<file path="src/rtl/iq_ram_scheduler_if.sv">
`default_nettype none
// +--------------------------------------------------------------------------+
// | iq_ram_scheduler_if : capture, playback and RAM signals of the scheduler |
// | Revision 1.0                                                             |
// +--------------------------------------------------------------------------+
interface iq_ram_scheduler_if #(
   parameter int ADDR_W = 16
);
   logic              cap_valid;
   logic [15:0]       cap_q;
   logic [15:0]       cap_i;
   logic              cap_ready;
   logic              pb_req;
   logic              pb_valid;
   logic [15:0]       pb_data;
   logic [ADDR_W-2:0] delay;
   logic              pb_overrun;
   logic [ADDR_W-1:0] ram_addr;
   logic              ram_we;
   logic [15:0]       ram_wdata;
   logic              ram_rd;
   logic [15:0]       ram_rdata;

   modport slave (
      input  cap_valid, cap_q, cap_i, pb_req, delay, ram_rdata,
      output cap_ready, pb_valid, pb_data, pb_overrun,
             ram_addr, ram_we, ram_wdata, ram_rd
   );

   modport master (
      output cap_valid, cap_q, cap_i, pb_req, delay, ram_rdata,
      input  cap_ready, pb_valid, pb_data, pb_overrun,
             ram_addr, ram_we, ram_wdata, ram_rd
   );
endinterface
`default_nettype wire

</file>
<file path="src/rtl/iq_ram_scheduler.sv">
`default_nettype none
// +--------------------------------------------------------------------------+
// | iq_ram_scheduler : arbitrates I/Q capture writes and delayed playback    |
// | reads onto one RAM. Option: IQ_SCHED_FILL_GATE_EN (midscale until fill). |
// | Revision 1.0                                                             |
// +--------------------------------------------------------------------------+
module iq_ram_scheduler #(
   parameter int ADDR_W = 16
) (
   input  logic               M100CLK,
   input  logic               reset,
   iq_ram_scheduler_if.slave  bus
);
   localparam int PW = ADDR_W - 1;

   localparam logic [2:0] S_IDLE = 3'd0;
   localparam logic [2:0] S_WR_Q = 3'd1;
   localparam logic [2:0] S_WR_I = 3'd2;
   localparam logic [2:0] S_RD_Q = 3'd3;
   localparam logic [2:0] S_RD_I = 3'd4;

   logic [2:0]        r_state;
   logic [2:0]        w_state_nxt;
   logic [PW-1:0]     r_wr_ptr;
   logic [PW-1:0]     r_rd_pair;
   logic              r_buf_full;
   logic [15:0]       r_buf_q;
   logic [15:0]       r_buf_i;
   logic              r_pb_pending;
   logic              r_pb_overrun;
   logic              r_last_pb;
   logic              r_rd_d1;
   logic              r_pb_valid;
   logic [15:0]       r_pb_data;
   logic              w_cap_ready;
   logic              w_cap_acc;
   logic              w_grant_wr;
   logic              w_grant_rd;
   logic              w_ram_we;
   logic              w_ram_rd;
   logic [ADDR_W-1:0] w_ram_addr;
   logic [15:0]       w_ram_wdata;
   logic [15:0]       w_pb_word;

   assign w_cap_ready = ~r_buf_full & ~reset;
   assign w_cap_acc   = bus.cap_valid & w_cap_ready;

   // Round-robin: capture wins a tie only when playback was served last.
   assign w_grant_wr = r_buf_full & (~r_pb_pending | r_last_pb);
   assign w_grant_rd = r_pb_pending & ~w_grant_wr;

   always_ff @(posedge M100CLK) begin
      if (reset) r_state <= S_IDLE;
      else       r_state <= w_state_nxt;
   end

   always_comb begin
      w_state_nxt = S_IDLE;
      case (r_state)
         S_IDLE: begin
            if (w_grant_wr)      w_state_nxt = S_WR_Q;
            else if (w_grant_rd) w_state_nxt = S_RD_Q;
            else                 w_state_nxt = S_IDLE;
         end
         S_WR_Q:  w_state_nxt = S_WR_I;
         S_RD_Q:  w_state_nxt = S_RD_I;
         default: w_state_nxt = S_IDLE;
      endcase
   end

   always_comb begin
      w_ram_we    = 1'b0;
      w_ram_rd    = 1'b0;
      w_ram_addr  = '0;
      w_ram_wdata = '0;
      if (!reset) begin
         case (r_state)
            S_WR_Q: begin
               w_ram_we    = 1'b1;
               w_ram_addr  = {r_wr_ptr, 1'b0};
               w_ram_wdata = r_buf_q;
            end
            S_WR_I: begin
               w_ram_we    = 1'b1;
               w_ram_addr  = {r_wr_ptr, 1'b1};
               w_ram_wdata = r_buf_i;
            end
            S_RD_Q: begin
               w_ram_rd   = 1'b1;
               w_ram_addr = {r_rd_pair, 1'b0};
            end
            S_RD_I: begin
               w_ram_rd   = 1'b1;
               w_ram_addr = {r_rd_pair, 1'b1};
            end
            default: ;
         endcase
      end
   end

   always_ff @(posedge M100CLK) begin
      if (reset) begin
         r_buf_full <= 1'b0;
         r_buf_q    <= '0;
         r_buf_i    <= '0;
         r_wr_ptr   <= '0;
      end else begin
         if (r_state == S_WR_I) begin
            r_buf_full <= 1'b0;
            r_wr_ptr   <= r_wr_ptr + PW'(1);
         end else if (w_cap_acc) begin
            r_buf_full <= 1'b1;
            r_buf_q    <= bus.cap_q;
            r_buf_i    <= bus.cap_i;
         end
      end
   end

   always_ff @(posedge M100CLK) begin
      if (reset) begin
         r_last_pb <= 1'b1;
         r_rd_pair <= '0;
      end else if (r_state == S_IDLE) begin
         if (w_grant_wr) begin
            r_last_pb <= 1'b0;
         end else if (w_grant_rd) begin
            r_last_pb <= 1'b1;
            r_rd_pair <= r_wr_ptr - PW'(1) - bus.delay;
         end
      end
   end

   // A request seen while one is still pending is dropped and flagged.
   always_ff @(posedge M100CLK) begin
      if (reset) begin
         r_pb_pending <= 1'b0;
         r_pb_overrun <= 1'b0;
      end else begin
         if (bus.pb_req) begin
            if (r_pb_pending) r_pb_overrun <= 1'b1;
            else              r_pb_pending <= 1'b1;
         end
         if (r_state == S_RD_I) r_pb_pending <= 1'b0;
      end
   end

`ifdef IQ_SCHED_FILL_GATE_EN
   localparam logic [ADDR_W-1:0] FILL_MAX = {1'b1, {PW{1'b0}}};
   logic [ADDR_W-1:0] r_fill;

   always_ff @(posedge M100CLK) begin
      if (reset)                                    r_fill <= '0;
      else if (r_state == S_WR_I && r_fill != FILL_MAX) r_fill <= r_fill + ADDR_W'(1);
   end

   assign w_pb_word = (r_fill <= {1'b0, bus.delay}) ? 16'h8000 : bus.ram_rdata;
`else
   assign w_pb_word = bus.ram_rdata;
`endif

   // Clearing r_rd_d1 on reset discards a read already issued to the RAM.
   always_ff @(posedge M100CLK) begin
      if (reset) begin
         r_rd_d1    <= 1'b0;
         r_pb_valid <= 1'b0;
         r_pb_data  <= '0;
      end else begin
         r_rd_d1    <= w_ram_rd;
         r_pb_valid <= r_rd_d1;
         if (r_rd_d1) r_pb_data <= w_pb_word;
      end
   end

   assign bus.cap_ready  = w_cap_ready;
   assign bus.pb_valid   = r_pb_valid;
   assign bus.pb_data    = r_pb_data;
   assign bus.pb_overrun = r_pb_overrun;
   assign bus.ram_we     = w_ram_we;
   assign bus.ram_rd     = w_ram_rd;
   assign bus.ram_addr   = w_ram_addr;
   assign bus.ram_wdata  = w_ram_wdata;
endmodule
`default_nettype wire

</file>
<file path="src/flat_wrapper.sv">
// flat-port wrapper written by rule: the top's interface ports become plain ports
module iq_ram_scheduler_flat 
#(
   parameter int ADDR_W = 16
)
  (M100CLK, reset, bus_cap_valid, bus_cap_q, bus_cap_i, bus_pb_req, bus_delay, bus_ram_rdata, bus_cap_ready, bus_pb_valid, bus_pb_data, bus_pb_overrun, bus_ram_addr, bus_ram_we, bus_ram_wdata, bus_ram_rd);
  iq_ram_scheduler_if #(.ADDR_W(ADDR_W)) bus_i ();
  input  logic M100CLK;
  input  logic reset;
  input wire logic [$bits(bus_i.cap_valid)-1:0] bus_cap_valid;
  input wire logic [$bits(bus_i.cap_q)-1:0] bus_cap_q;
  input wire logic [$bits(bus_i.cap_i)-1:0] bus_cap_i;
  input wire logic [$bits(bus_i.pb_req)-1:0] bus_pb_req;
  input wire logic [$bits(bus_i.delay)-1:0] bus_delay;
  input wire logic [$bits(bus_i.ram_rdata)-1:0] bus_ram_rdata;
  output wire logic [$bits(bus_i.cap_ready)-1:0] bus_cap_ready;
  output wire logic [$bits(bus_i.pb_valid)-1:0] bus_pb_valid;
  output wire logic [$bits(bus_i.pb_data)-1:0] bus_pb_data;
  output wire logic [$bits(bus_i.pb_overrun)-1:0] bus_pb_overrun;
  output wire logic [$bits(bus_i.ram_addr)-1:0] bus_ram_addr;
  output wire logic [$bits(bus_i.ram_we)-1:0] bus_ram_we;
  output wire logic [$bits(bus_i.ram_wdata)-1:0] bus_ram_wdata;
  output wire logic [$bits(bus_i.ram_rd)-1:0] bus_ram_rd;
  assign bus_i.cap_valid = bus_cap_valid;
  assign bus_i.cap_q = bus_cap_q;
  assign bus_i.cap_i = bus_cap_i;
  assign bus_i.pb_req = bus_pb_req;
  assign bus_i.delay = bus_delay;
  assign bus_i.ram_rdata = bus_ram_rdata;
  assign bus_cap_ready = bus_i.cap_ready;
  assign bus_pb_valid = bus_i.pb_valid;
  assign bus_pb_data = bus_i.pb_data;
  assign bus_pb_overrun = bus_i.pb_overrun;
  assign bus_ram_addr = bus_i.ram_addr;
  assign bus_ram_we = bus_i.ram_we;
  assign bus_ram_wdata = bus_i.ram_wdata;
  assign bus_ram_rd = bus_i.ram_rd;
  iq_ram_scheduler #(.ADDR_W(ADDR_W)) u_core (.M100CLK(M100CLK), .reset(reset), .bus(bus_i));
endmodule
</file>
<file path="config.mk">
export PLATFORM = sky130hd
export DESIGN_NAME = iq_ram_scheduler_flat
export DESIGN_NICKNAME = d
export VERILOG_FILES = /design/src/rtl/iq_ram_scheduler_if.sv /design/src/rtl/iq_ram_scheduler.sv /design/src/flat_wrapper.sv
export SDC_FILE = /design/constraint.sdc
export NUM_CORES = 1
export LEC_CHECK = 0
export ABC_AREA = 0
export BUFFER_PORTS_ARGS = -buffer_cell sky130_fd_sc_hd__buf_2
export CORE_ASPECT_RATIO = 0.7
export CORE_UTILIZATION = 55
export DETAILED_ROUTE_END_ITERATION = 8
export GPL_ROUTABILITY_DRIVEN = 0
export PLACE_DENSITY = 0.84
export SLEW_MARGIN = 20
export SYNTH_ARGS = -nofsm -noshare
export SYNTH_HDL_FRONTEND = slang
export SYNTH_SLANG_ARGS = --single-unit
</file>
<file path="constraint.sdc">
create_clock -name M100CLK -period 6 [get_ports M100CLK]
set_clock_uncertainty 0.15 [all_clocks]
set_input_delay 0.6 -clock M100CLK [delete_from_list [all_inputs] [get_ports M100CLK]]
set_output_delay 0.6 -clock M100CLK [all_outputs]
set_load 0.03 [all_outputs]
</file>
[Word level (Yosys, flattened, before mapping)]
Index checks and enable logic that the tools add are counted.
Word-level totals
  memories: 0
  memory bits (read-only): 0
  bits in latches: 0
  output and inout port bits: 53
  RAM bits: 0
  flip-flop bits (word level): 87
  logic and storage cells: 52
Operators by class
  reduce and logical (&&, ||, !) cells: 10
  bitwise logic cells: 10
  multipliers: 0
  divide/modulo/power cells: 0
  shift-type cells: 0
  add/sub/neg operators: 3
  equal/unequal tests: 4
  $lt $le $gt $ge: 0
  multiplexer cells: 13
Operators with widths (count)
  16-bit one-hot mux with 4 select lines: 1
  16-bit 2-to-1 mux: 2
  16-bit one-hot mux with 2 select lines: 1
  15-bit by 1-bit adder with 15-bit output (second input constant): 1
  15-bit by 1-bit subtractor with 15-bit output (second input constant): 1
  15-bit subtractor: 1
  3-bit one-hot mux with 3 select lines: 1
  2-bit OR reduction: 4
  3-bit by 2-bit == test with 1-bit output (second input constant): 2
  1-bit 2-to-1 mux: 6
  2-bit AND reduction: 3
  1-bit NOT: 5
  1-bit bitwise AND: 4
  3-bit by 1-bit == test with 1-bit output (second input constant): 1
  3-bit == test (second input constant): 1
  3-bit zero test: 1
  3-bit 2-to-1 mux: 1
  3-bit AND reduction: 1
  2-bit 2-to-1 mux: 1
  2-bit nonzero test: 1
  1-bit bitwise OR: 1

[Longest topological paths before layout]
Gate-level depths: netlist of run 1.
  depth after elaboration: 8
  depth in mapped cells: 8
  depth with buffers taken out: 8

[Worst setup path after synthesis of run 1]
No wires, ideal clock.
  path type: input to output
  start: input reset
  end: output bus_ram_addr[0]
  slack: 3219 ps
  stages: 5
  arrival: 2031 ps
  path buffers: 4
  path through: buf_2 > clkbuf_1 > clkbuf_1 > clkbuf_1 > nor3_1
Between the ends
  cells in the longest elaborated chain, start to end: 1
RTL lines
  from (decl): line flat_wrapper.sv:9  | input logic reset;
  16-bit 2-to-1 mux: line iq_ram_scheduler.sv:76  | if (!reset) begin
  to (decl): line flat_wrapper.sv:20  | output wire logic [$bits(bus_i.ram_addr)-1:0] bus_ram_addr;
Every way passes these cells.

[Final worst setup path of run 1]
  start: register u_core.r_state[0]
  end: output bus_ram_wdata[9]
Between the ends
  cells in the longest elaborated chain, start to end: 3
  elaborated cells between the ends (all ways): 4
  those cells by class: eq/ne: 2; mux: 2
RTL lines
  from (decl): line iq_ram_scheduler.sv:22  | logic [2:0] r_state;
  from (signal assigned): line iq_ram_scheduler.sv:54  | else r_state <= w_state_nxt;
  3-bit by 2-bit == test with 1-bit output / 3-bit by 1-bit == test with 1-bit output (equally long branches): line iq_ram_scheduler.sv:77  | case (r_state)
  16-bit one-hot mux with 2 select lines (*): line iq_ram_scheduler.sv:77
  16-bit 2-to-1 mux (*): line iq_ram_scheduler.sv:76
  to (decl): line flat_wrapper.sv:22  | output wire logic [$bits(bus_i.ram_wdata)-1:0] bus_ram_wdata;
Every way passes the cells marked *; elsewhere a longest branch is shown, timed or not.

==> flow_metrics.py, run 1 <==
metrics = {
    "timing": {
        "worst_slew_pin_slew_ns": 1.06,
        "finalCritPeriodShare_pct": 53.5,
        "slew_headroom_pct": 29.2,
        "setup-tns-final_ns": 0,
        "hold_viol": 0,
        "finalCriticalPeriod_ns": 3.21,
        "setup_viol": 0,
        "slew_viol_final": 0,
        "rsz0062_at_grt": "false",
        "maxClockFrequency_mhz": 312,
    },
    "final_layout": {
        "layout-drive-gt1-share_pct": 23.5,
        "instances_no_fill": 735,
        "diodes": 0,
        "fill_cells": 601,
        "finalNetCount": 715,
        "syn_to_final_growth_pct": 21.2,
    },
    "power": {
        "p_leak_nw": 2.34,
        "power_mw": 1.39,
        "peakVddDrop_mv": 0.151,
        "power_density_nw_per_um2": 260,
    },
    "min_path": {
        "holdCritStartpoint": "bus_cap_i[15]",
        "hp-class": "input pin to flop",
        "hold_depth": 3,
        "hold_path_end": "u_core.r_buf_i[15]",
    },
    "yosys": {
        "synth_xor_area_share_pct": 3.76,
        "synth_top_family_by_area": "simple AND/OR/NAND/NOR gates",
        "synth_area_um2": 4430,
        "synth.top_cell.area_share_pct": 39.3,
        "yosys-top-cells-area": "dfxtp_1, nor2_1, o21ai_0",
        "postSynthAreaPerCell_um2": 8.35,
        "yosysMostFrequentCell": "dfxtp_1",
        "syn-num-nets": 613,
        "synth_common_cells": "dfxtp_1, nor2_1, nand2_1, o21ai_0, nand2b_1",
        "ys_seq_area_share_pct": 39.3,
        "synth-edff-count": 0,
        "ys.flop_type": "dfxtp_1",
        "synthCells": 530,
        "async_reset_ff_share_pct": 0,
        "synth_compound_area_share_pct": 19.2,
        "synthMuxAreaShare_pct": 4.07,
        "ys_seq_elements": 87,
        "synth_cell_types": 55,
        "synth_area_leader_cell": "dfxtp_1",
        "synth-adder-area-share_pct": 4.69,
        "yosysWarnings": 0,
        "synthSimpleGateAreaFrac_pct": 24.4,
    },
    "floorplanning": {
        "fp.dieArea_um2": 8420,
        "rows": 26,
        "start_util_pct": 58.7,
        "fp.dieH_um": 77.1,
        "die_x_um": 109,
        "core-area_um2": 7550,
        "io_pins": 120,
    },
    "placed_design": {
        "dp_hpwl_um": 7680,
        "numPortBuffers": 119,
        "place_inst": 718,
    },
    "global_route": {
        "overflow": 0,
        "antenna_found_initial": 0,
        "busiest_layer": "met2",
        "grtUsageMet1_pct": 36.8,
        "grt_max_degree": 77,
        "use_met3_pct": 5.44,
        "grt_pass1_wl_um": 17400,
        "grtUsageTotal_pct": 26.0,
        "grt_pass1_vias": 3740,
        "grtUsageMet2_pct": 39.3,
    },
    "worst_setup_path": {
        "max_stage_delay_ns": 0.93,
        "path_cells": "nor3b_2 -> a22oi_1 -> nor2_1 -> buf_2",
        "critPathMaxFanout": 16,
        "path_buf_inv": 1,
        "rr_startpoint": "u_core.r_state[1]",
        "worstSetupStartpoint": "u_core.r_state[0]",
        "r2r_cells": 5,
        "reg2reg_to": "u_core.r_wr_ptr[11]",
        "start_kind": "flop",
        "arrival_ns": 2.46,
        "crit_family": "simple AND/OR/NAND/NOR gates",
        "critical_path_class": "flop to output pin",
        "worstSetupEndpointType": "output pin",
        "regToRegSetupSlack_ns": 3.59,
        "cp.required_ns": 5.25,
        "cpMaxStageDelayCell": "nor3b_2",
    },
    "route": {
        "drt_iter0_drc": 260,
        "drc": 0,
        "dr.pass1.iters": 6,
        "routedWlPerCell_um": 14.9,
        "finalWirelength_um": 11000,
        "dr_total_vias": 4133,
        "avgViaCountPerCell": 5.62,
        "ant_nets": 0,
    },
    "run": {
        "drv_cap": 0,
    },
    "clock_network": {
        "cts_max_level": 3,
        "path_clk_slew_ns": 0.07,
        "cts.hold.buffers_added": 0,
        "post_cts_buffers": 0,
        "clockBufferDepth": 2,
        "ctsResizeCount": 0,
        "tritoncts": "done",
        "cts_buffers": 9,
        "clock-sinks": 87,
        "clk_latency_ns": 0.34,
        "root_buffer": "clkbuf_16",
    },
    "status": {
        "status": "completed",
    },
}
-- flip-flops by register name (all words and copies together) (netlist names) --
signal and flops:
u_core.r_wr_ptr 15, u_core.r_state 3, u_core.r_rd_d1 1, u_core.r_buf_full 1, u_core.bus.pb_valid 1, u_core.r_pb_pending 1
u_core.r_buf_i 16, u_core.r_rd_pair 15, u_core.bus.pb_data 16, u_core.r_buf_q 16, u_core.bus.pb_overrun 1, u_core.r_last_pb 1
-- cell families after synthesis --
family | count (synthesis)
simple gates | 214
xor+xnor | 19
mux | 18
flops | 87
buf+inv | 49
fa+ha+maj | 16
compound gates | 127
-- through the flow --
step	area (µm²)	util, %	worst slack [ns]	hold WS [ns]
final	5370	71.1	2.79	0.309
after global routing	5370	71.1	2.60	0.310
after CTS	5340	70.8	2.80	0.301
after detailed placement	5040	66.7	2.93	0.302
after global placement	5040	66.7	3.06	0.294
after floorplan	4430	-	3.22	0.282
-- report_power, final --
part	leakage [nW]	internal (mW)	switching, mW
combinational	1.49	0.0734	0.113
clock	0.144	0.327	0.241
sequential	0.709	0.612	0.0279
total	2.34	1.01	0.382
-- layout by cell type (no fill, tap or decap), types with 3 or more instances in the layout --
cell type	synthesis	final
buf_2	7	119
dfxtp_1	87	87
nor2_1	61	60
nand2_1	57	57
o21ai_0	44	44
nand2b_1	32	32
a21oi_1	21	21
a22oi_1	18	18
mux2i_1	18	18
inv_1	17	17
a22o_1	15	15
ha_1	15	15
xnor2_1	14	14
nor3_1	13	13
clkbuf_16	0	9
nand3_1	8	8
and3_1	6	6
nand4_1	6	6
or3_1	5	5
xor2_1	5	5
nand3b_1	5	5
nor2b_1	4	4
a21o_1	4	4
nor3b_1	4	4
o21a_1	3	3
a211oi_1	3	3
buf_4	1	3
-- worst max path at each step --
stage	to	slack, ns	cells after the start
6_report	bus_ram_wdata[9]	2.79	4
5_1_grt	bus_ram_wdata[0]	2.60	4
4_1_cts	bus_ram_wdata[0]	2.80	4
3_5_place_dp	u_core.r_buf_q[14]	2.93	6
3_3_place_gp	u_core.r_buf_i[7]	3.06	6
2_1_floorplan	bus_ram_addr[0]	3.22	5
-- metal layers --
| layer | wire (µm) | part of all wire, % | vias to the layer above |
|---|---|---|---|
| met1 | 5200 | 47 | 1882 |
| li1 | - | - | 2061 |
| met3 | 758 | 6.9 | 19 |
| met2 | 4840 | 44 | 171 |
| met4 | 178 | 1.6 | 0 |
| met5 | 0 | 0 | - |
-- worst min-delay path, stage by stage --
cell     delay (ns)
buf_2          0.07
nand2_1        0.04
o21ai_0        0.05
-- layout make-up --
class | instances | area, µm² | share of cell area [%]
flip-flops and latches | 87 | 1740 | 32.4
inverters | 17 | 63.8 | 1.19
multi-input cells | 394 | 2490 | 46.4
clock buffers | 9 | 225 | 4.20
well taps | 98 | 123 | 2.28
repair buffers | 123 | 646 | 12.0
clock inverters | 7 | 78.8 | 1.47
Power figures use the tool's default switching activity.
==> run 2: changes to the inputs <==
- ABC_AREA: 0 -> 1
- CORE_UTILIZATION: 55 -> 53
- PLACE_DENSITY: 0.84 -> 0.81
- clock period: 6 -> 3.1 ns (I/O delays scaled with it)
==> run 2 against run 1 <==
  * The run now ends with DRC left
  * Sequential cell count is the same
  * Clock power grew 74%
  * Core utilization shrank 3.9 points
  * Total power grew 93%
  * Cell area grew 0.33%
  * Sequential share of layout area shrank 0.11 points
  * Die area grew 4.4%
  * Setup slack lost 2.1 ns
  * Area after synthesis grew 0.73%
  * Count of clock-buffer cells in the layout grew 2
  * Via count grew 11%
  * Highest routed layer unchanged
==> flow_metrics.py, run 2 <==
metrics = {
    "yosys": {
        "synth_area_um2": 4460,
        "synth_common_cells": "nand2_1, inv_1, dfxtp_1, o21ai_0, nor2_1",
        "synth-edff-count": 0,
        "postSynthAreaPerCell_um2": 6.72,
        "ys.flop_type": "dfxtp_1",
        "yosysWarnings": 0,
        "async_reset_ff_share_pct": 0,
        "synth_cell_types": 31,
        "syn-num-nets": 747,
        "yosysMostFrequentCell": "nand2_1",
        "synth_area_leader_cell": "dfxtp_1",
        "ys_seq_area_share_pct": 39.0,
        "yosys-top-cells-area": "dfxtp_1, nand2_1, inv_1",
        "ys_seq_elements": 87,
        "synthCells": 664,
        "synth.top_cell.area_share_pct": 39.0,
    },
    "worst_setup_path": {
        "regToRegSetupSlack_ns": 1.09,
        "max_stage_delay_ns": 0.32,
        "critPathMostFrequentCell": "inv_2",
        "arrival_ns": 1.90,
        "start_kind": "flop",
        "crit_end": "bus_ram_addr[3]",
        "critPathMaxFanout": 14,
        "worstSetupStartpoint": "u_core.r_state[0]",
        "cpMaxStageDelayCell": "dfxtp_1",
        "path_cells": "inv_2 -> nand2_1 -> nor2_2 -> buf_4 -> nand2_2 -> o21ai_2 -> inv_2 -> o22ai_1 -> buf_2",
        "reg2reg_to": "u_core.r_rd_pair[8]",
        "rr_startpoint": "u_core.r_wr_ptr[0]",
        "critical_path_class": "flop to output pin",
        "r2r_cells": 9,
        "worstSetupEndpointType": "output pin",
        "cp.required_ns": 2.64,
    },
    "global_route": {
        "grt_pass1_wl_um": 18700,
        "grt_max_degree": 65,
        "overflow": 0,
        "grtUsageTotal_pct": 26.6,
        "antenna_found_initial": 0,
        "grt_pass1_vias": 3968,
    },
    "clock_network": {
        "path_clk_slew_ns": 0.06,
        "root_buffer": "clkbuf_16",
        "cts_max_level": 3,
        "clk_latency_ns": 0.33,
        "cts_buffers": 9,
        "tritoncts": "done",
        "clockBufferDepth": 2,
        "cts.hold.buffers_added": 0,
        "post_cts_buffers": 0,
        "clock-sinks": 87,
        "ctsResizeCount": 0,
    },
    "timing": {
        "maxClockFrequency_mhz": 424,
        "slew_viol_final": 0,
        "hold_viol": 0,
        "rsz0062_at_grt": "false",
        "setup_viol": 0,
        "worst_slew_pin_slew_ns": 0.511,
        "finalCriticalPeriod_ns": 2.36,
        "setup-tns-final_ns": 0,
        "slew_headroom_pct": 65.9,
        "finalCritPeriodShare_pct": 76.1,
    },
    "final_layout": {
        "syn_to_final_growth_pct": 20.7,
        "finalNetCount": 859,
        "diodes": 0,
        "final_cell_mix": "nand2_1, buf_2, inv_1",
        "layout-drive-gt1-share_pct": 20.0,
        "final_core_util_pct": 67.3,
        "layout_commonest_cell": "nand2_1",
        "instances_no_fill": 882,
    },
    "placed_design": {
        "numPortBuffers": 119,
        "dp_hpwl_um": 8680,
        "place_inst": 866,
    },
    "route": {
        "routedWlPerCell_um": 13.2,
        "ant_nets": 0,
        "wl_met2_um": 5060,
        "wl_met1_um": 5330,
        "dr.pass1.iters": 7,
        "drc": 8,
        "dr_total_vias": 4583,
        "drt_iter0_drc": 460,
        "finalWirelength_um": 11600,
        "dr_wl_met3_um": 1150,
        "maxUsedRoutingLayer": "met4",
        "avgViaCountPerCell": 5.20,
    },
    "power": {
        "power_density_nw_per_um2": 499,
        "p_leak_nw": 2.74,
        "peakVddDrop_mv": 0.367,
        "power_mw": 2.69,
    },
    "min_path": {
        "hp-class": "input pin to flop",
    },
    "floorplanning": {
        "start_util_pct": 55.7,
        "io_pins": 120,
        "fp.dieH_um": 78.8,
        "rows": 27,
        "fp.dieArea_um2": 8790,
        "die_x_um": 112,
        "core-area_um2": 8010,
    },
    "status": {
        "violations": "DRC",
        "status": "complete, but fails checks",
    },
    "run": {
        "drv_cap": 0,
    },
}
[run 2: cell count changes in the layout (fill, tap and decap cells not counted), moves of 18 or more]
cell	change
nand2_1	+113
inv_1	+82
nand2b_1	-32
o21ai_0	+28
o22ai_1	+24
nand3_1	+19
a22oi_1	-18
mux2i_1	-18
[run 2: power by group]
group / switching [mW] / internal (mW) / total [mW]
clock: 0.425 / 0.563 / 0.988
sequential: 0.0371 / 1.21 / 1.25
combinational: 0.304 / 0.147 / 0.451
[run 2: logic make-up (layout without fill, tap and decap cells)]
kind of cell    count (synthesis)  in the layout  share of synthesized area [%]
simple gates                  281            281                           26.1
compound gates                141            141                           16.7
buf+inv                       130            247                           11.7
flops                          87             87                           39.0
fa+ha+maj                      16             16                           4.66
xor+xnor                        9              9                           1.77
[run 2: through the flow]
stage	setup WS [ns]	hold WS, ns	cell area, µm²
CTS	0.736	0.0191	5390
global placement	0.950	0.301	5110
detailed placement	0.889	0.313	5110
finish	0.740	0.0258	5390
floorplan	0.814	0.273	4460
global route	0.598	0.0174	5390
[run 2: metal layers]
layer  up-vias  GRT usage, %
li1       2335             -
met1      2023          37.4
met2       210          40.9
met3        15          7.18
met4         0          5.68
met5         -             0
[run 2: cell type report]
| cell class | instances | area [µm²] |
|---|---|---|
| Clock buffer | 11 | 243 |
| Timing Repair Buffer | 126 | 648 |
| Tap cell | 101 | 126 |
| Multi-Input combinational cell | 447 | 2200 |
| Fill cell | 714 | 2620 |
| Sequential cell | 87 | 1740 |
| Inverter | 105 | 394 |
| Clock inverter | 5 | 33.8 |
[run 2: worst min-delay path by stage]
stage               cells after the start  slack [ns]                    end                   from
detailed placement                      2        0.31    u_core.r_rd_pair[2]    u_core.r_rd_pair[2]
finish                                  3        0.03     u_core.r_buf_q[11]          bus_cap_q[11]
CTS                                     3        0.02     u_core.r_buf_i[10]          bus_cap_i[10]
floorplan                               2        0.27      u_core.r_buf_i[0]           bus_cap_i[0]
global route                            3        0.02     u_core.r_buf_q[11]          bus_cap_q[11]
global placement                        2        0.30  u_core.bus.pb_overrun  u_core.bus.pb_overrun
[run 2: worst max-delay path, delay by kind of cell (launching register included)]
kind | cells | cell delay (ns)
simple gates | 3 | 0.21
buf+inv | 4 | 0.69
compound gates | 2 | 0.34
flops | 1 | 0.32
